`config.mk`:
```
export PLATFORM = sky130hd
export DESIGN_NAME = morse_element_tx
export DESIGN_NICKNAME = d
export VERILOG_FILES = /design/src/rtl/morse_pkg.sv /design/src/rtl/morse_unit_timer.sv /design/src/rtl/morse_element_tx.sv
export SDC_FILE = /design/constraint.sdc
export NUM_CORES = 1
export LEC_CHECK = 0
export ABC_AREA = 1
export CORE_UTILIZATION = 52
export DETAILED_ROUTE_END_ITERATION = 8
export GPL_ROUTABILITY_DRIVEN = 0
export PLACE_DENSITY_LB_ADDON = 0.3
export SETUP_SLACK_MARGIN = 0.5
export SLEW_MARGIN = 20
export SYNTH_ARGS = -nofsm -noshare
export SYNTH_HDL_FRONTEND = slang
export SYNTH_SLANG_ARGS = --single-unit
export TNS_END_PERCENT = 1
```
`constraint.sdc`:
```
create_clock -name clk -period 1.8 [get_ports clk]
set_clock_uncertainty 0.1 [all_clocks]
set_input_delay 0.54 -clock clk [delete_from_list [all_inputs] [get_ports clk]]
set_output_delay 0.54 -clock clk [all_outputs]
set_load 0.01 [all_outputs]
```
`src/rtl/morse_pkg.sv`:
```
// Morse symbol codes, element timing and FSM states, shared by the transmitter and the receive-side decoder.
package morse_pkg;

    typedef enum logic [1:0] {
        DOT  = 2'b00,
        DASH = 2'b01,
        LGAP = 2'b10,
        WGAP = 2'b11
    } sym_t;

    typedef enum logic [1:0] {
        IDLE  = 2'b00,
        MARK  = 2'b01,
        SPACE = 2'b10
    } state_t;

    localparam int DOT_UNITS      = 1;
    localparam int DASH_UNITS     = 3;
    localparam int ELEM_GAP_UNITS = 1;
    localparam int LGAP_UNITS     = 2;
    localparam int WGAP_UNITS     = 6;

    // Gap symbols carry no mark; their first (and only) phase is the space.
    function automatic logic has_mark(input sym_t s);
        return (s == DOT) || (s == DASH);
    endfunction

    // Unit counter load value (units - 1) for the first phase of a symbol.
    function automatic logic [2:0] first_phase_load(input sym_t s);
        logic [2:0] load;
        case (s)
            DOT:     load = 3'(DOT_UNITS - 1);
            DASH:    load = 3'(DASH_UNITS - 1);
            LGAP:    load = 3'(LGAP_UNITS - 1);
            default: load = 3'(WGAP_UNITS - 1);
        endcase
        return load;
    endfunction

endpackage

```
`src/rtl/morse_unit_timer.sv`:
```
// Unit prescaler: counts 0..UNIT_TICKS-1 and flags the last cycle of each unit with TICK.
module morse_unit_timer #(
    parameter int UNIT_TICKS = 6_000_000
) (
    input  logic clk,
    input  logic CLR_n,
    input  logic RESTART,
    output logic TICK
);

    localparam int TW = (UNIT_TICKS > 1) ? $clog2(UNIT_TICKS) : 1;
    localparam logic [TW-1:0] LAST = TW'(UNIT_TICKS - 1);

    logic [TW-1:0] cnt_q;

    always_ff @(posedge clk) begin
        if (!CLR_n || RESTART) begin
            cnt_q <= '0;
        end else if (cnt_q == LAST) begin
            cnt_q <= '0;
        end else begin
            cnt_q <= cnt_q + 1'b1;
        end
    end

    assign TICK = (cnt_q == LAST);

endmodule

```
`src/rtl/morse_element_tx.sv`:
```
// Morse element transmitter: takes one symbol per handshake and keys KEY with unit-exact mark/space timing.
// Holds the IDLE/MARK/SPACE FSM and the unit counter; morse_unit_timer supplies the unit ticks.
module morse_element_tx
    import morse_pkg::*;
#(
    parameter int UNIT_TICKS = 6_000_000
) (
    input  logic       clk,
    input  logic       CLR_n,
    input  logic [1:0] SYM,
    input  logic       VALID,
    output logic       READY,
    output logic       KEY,
    output logic       BUSY,
    output logic       DONE,
    output state_t     dbg_state
);

    // Handshake: a symbol transfers on any posedge where VALID && READY; READY is high in IDLE
    // and in the final cycle of a symbol's space, so back-to-back symbols leave no idle cycle.
    state_t     state_q, state_d;
    logic [2:0] unit_q, unit_d;
    logic       tick;
    logic       timer_restart;
    logic       last_unit;
    logic       space_end;
    logic       accept;
    sym_t       sym_in;

    morse_unit_timer #(
        .UNIT_TICKS(UNIT_TICKS)
    ) u_timer (
        .clk    (clk),
        .CLR_n  (CLR_n),
        .RESTART(timer_restart),
        .TICK   (tick)
    );

    always_comb begin
        state_d       = state_q;
        unit_d        = unit_q;
        timer_restart = 1'b0;
        sym_in        = sym_t'(SYM);
        last_unit     = tick && (unit_q == 3'd0);
        space_end     = (state_q == SPACE) && last_unit;
        READY         = ((state_q == IDLE) || space_end) && CLR_n;
        accept        = READY && VALID;

        case (state_q)
            IDLE: begin
                timer_restart = 1'b1;
            end
            MARK: begin
                if (last_unit) begin
                    state_d = SPACE;
                    unit_d  = 3'(ELEM_GAP_UNITS - 1);
                end else if (tick) begin
                    unit_d = unit_q - 3'd1;
                end
            end
            SPACE: begin
                if (last_unit) begin
                    state_d = IDLE;
                end else if (tick) begin
                    unit_d = unit_q - 3'd1;
                end
            end
            default: begin
                state_d = IDLE;
            end
        endcase

        // Acceptance overrides the end-of-space return to IDLE.
        if (accept) begin
            timer_restart = 1'b1;
            unit_d        = first_phase_load(sym_in);
            state_d       = has_mark(sym_in) ? MARK : SPACE;
        end
    end

    always_ff @(posedge clk) begin
        if (!CLR_n) begin
            state_q <= IDLE;
            unit_q  <= 3'd0;
            KEY     <= 1'b0;
            BUSY    <= 1'b0;
        end else begin
            state_q <= state_d;
            unit_q  <= unit_d;
            KEY     <= (state_d == MARK);
            BUSY    <= (state_d != IDLE);
        end
    end

    assign DONE      = space_end;
    assign dbg_state = state_q;

endmodule

```
==> impl_metrics.yaml <==
status:
  status: "finished, violations left"
  violations: "setup timing"
finish:
  layout-drive-gt1-share_pct: 40.5
  post-route-util_pct: 78.8
  nets: 296
  areaGrowthSynthToFinish_pct: 44.9
  num_antenna_cells: 0
  nFillCells: 201
  final_area_um2: 2390
  fin_cells: 333
sta:
  timing.hold.ws_ns: 0.426
  setup_slack_ns: -0.392
  setup_viol: 3
  hold_viol: 0
  maxSlewHeadroom_pct: 83.9
  tns_ns: -0.711
  worst_pin_slew_ns: 0.235
  finalMaxSlewViolations: 0
  layout_min_cycle_time_ns: 2.19
  post-route-period-util_pct: 122
  clock.fmax_mhz: 456
  rsz0062_at_grt: "true"
worst_setup_path:
  crit_slowest_cell: "dfxtp_2"
  critPathTopFamily: "simple AND/OR/NAND/NOR gates"
  crit_type: "flip-flop to primary output"
  critPathBufInv: 1
  cp_max_fo: 3
  critPathCaptureType: "primary output"
  cp_data_arrival_time_ns: 1.55
  path_cells: "ha_4 -> nand2_4 -> nor2_4 -> nand2_2 -> nor2_4 -> nand4_4 -> a21oi_4 -> buf_2"
  required_ns: 1.16
  cp_common_cell: "nor2_4"
  critPathMaxStageDelay_ns: 0.36
  cp-start-kind: "flip-flop"
synthesis:
  yosysTopAreaCell: "dfxtp_1"
  synth.area.top_cells: "dfxtp_1, nor2_1, nand2_1, inv_1, nor2_4"
  postSynthAreaPerCell_um2: 7.35
  syn_area_um2: 1650
  synth_cells: 224
  ys_seq_area_share_pct: 36.5
  synth_seq_cells: 30
  yosysWarnings: 0
  synthDistinctLibCells: 31
  synth_top_area_share_pct: 36.5
  synth_nets: 232
floorplan:
  row_count: 20
  die_h_um: 58.3
  initial_utilization_pct: 54.4
  core-area_um2: 3030
  io_pins: 11
  chipWidth_um: 58.3
  fp.dieArea_um2: 3400
cts:
  clk_path_buf_depth: 2
  h-tree-depth: 2
  clockRootBuffer: "clkbuf_4"
  cts_buffers: 5
  cts_tree: "done"
  worstSkewPairLatency_ns: 0.33
  cts.clk_slew.worst_paths_ns: 0.10
  holdBufCountCts: 0
  cts.sinks: 30
route:
  ant_nets: 0
  via_per_inst: 4.73
  wl_per_cell_um: 10.9
  wirelength_mm: 3.63
  routed-via-count: 1575
  initialDrtViolationCount: 76
  drt_first_pass_iters: 4
  drc: 0
placed_design:
  hpwlAfterDp_mm: 2.61
  place_ws_ns: -0.570
  placed_area_um2: 2180
  dp_cells: 323
  port_buffers: 10
global_routing:
  grt_antenna_before_repair: 0
  grt_pass1_wl_mm: 5.95
  grtUsageTotal_pct: 23.3
  grt_max_degree: 13
  overflow: 0
  grt_pass1_vias: 1535
job:
  drv_cap: 0
power_and_ir_drop:
  power_density_nw_per_um2: 564
  ir_drop_mv: 0.454
  power_mw: 1.34
  p_leak_nw: 1.10
min_path:
  min_path_type: "flip-flop to flip-flop"
-- state kept, by name, summed over array words and instances (netlist names) --
name,cells
dbg_state,2
BUSY,1
unit_q,3
u_timer.cnt_q,23
KEY,1
-- synthesized netlist by cell type --
master,count
a21oi_4,1
nor3b_1,6
or2_1,1
ha_1,3
nand4_1,7
nor2_1,39
a21o_1,1
dfxtp_1,30
nand2_2,4
nand2_1,38
a21oi_1,8
nand4_4,1
buf_2,3
nor2_2,3
or2_2,1
nor2_4,5
o21bai_1,1
xnor2_1,3
nand3_1,11
nor3_2,2
nand3_4,2
nand4_2,1
nand2_4,1
xor2_1,5
inv_2,3
a211oi_1,2
nor3_1,4
o21ai_0,2
inv_1,34
nor4_2,1
mux2i_1,1
-- worst paths after layout --
check                      endpoint  cells past startpoint         startpoint  slack (ns)
hold / removal    u_timer.cnt_q[16]                      2  u_timer.cnt_q[16]        0.43
hold reg to reg   u_timer.cnt_q[16]                      2  u_timer.cnt_q[16]        0.43
setup reg to reg          unit_q[0]                     13   u_timer.cnt_q[0]       -0.02
setup / recovery              READY                      8   u_timer.cnt_q[0]       -0.39
-- per-layer routing --
metal / track usage, % / vias to the layer above / routed length, um / share of wire, %
met1: 23.6 / 707 / 1480 / 41
met2: 44.3 / 28 / 1970 / 54
met4: 11.2 / 0 / 66 / 1.8
li1: - / 833 / - / -
met3: 5.36 / 7 / 118 / 3.2
met5: 0 / - / 0 / 0
-- report_power, final --
part           switching (mW)  internal (mW)
Combinational           0.119          0.104
Sequential            0.00993          0.682
Clock                   0.241          0.188
Total                   0.371          0.974
-- placed cells by master (no fill, tap or decap), drive strengths merged --
cell,synthesis,final
a211oi,2,2
a21o,1,1
a21oi,9,9
buf,3,56
clkbuf,0,6
clkdlybuf4s50,0,4
clkinv,0,1
clkinvlp,0,1
dfxtp,30,30
ha,3,3
inv,37,37
mux2i,1,1
nand2,43,43
nand3,13,13
nand4,9,9
nor2,47,47
nor3,6,6
nor3b,6,6
nor4,1,1
o21ai,2,2
o21bai,1,1
or2,2,2
xnor2,3,3
xor2,5,5
-- logic make-up after synthesis --
| kind of cell | Yosys count | synth area share [%] |
|---|---|---|
| multiplexers | 1 | 0.608 |
| buffers and inverters | 40 | 9.35 |
| adder cells (fa/ha/maj) | 3 | 2.28 |
| AO/OA/AOI/OAI | 15 | 5.85 |
| flip-flops | 30 | 36.5 |
| XOR/XNOR | 8 | 4.26 |
| AND/OR/NAND/NOR | 127 | 41.2 |
-- worst register-to-register path, cell delays in order (launching register included) --
cell and delay, ns:
dfxtp_2 0.36, ha_4 0.15, nand2_4 0.05, nor2_4 0.09, nand2_2 0.07, nor2_4 0.12, buf_4 0.12, buf_6 0.11
nand3_4 0.09, a21oi_4 0.17, nand2_2 0.08, nor2_1 0.10, nor2_1 0.05, nor2_1 0.09
-- cell type report --
class | count | area (um^2) | area share, %
flip-flops and latches | 30 | 609 | 25.5
multi-input cells | 154 | 1030 | 43.2
well taps | 44 | 55.1 | 2.31
inverters | 37 | 139 | 5.82
repair buffers | 60 | 489 | 20.5
clock buffers | 6 | 51.3 | 2.15
clock inverters | 2 | 12.5 | 0.524
-- timing repair --
action / 4_1_cts / 5_1_grt
buffers inserted: 2 / 0
setup endpoints to repair: 36 / 36
resized for setup: 49 / 16
pin swaps: 11 / 4
(Power assumes the default switching activity.)
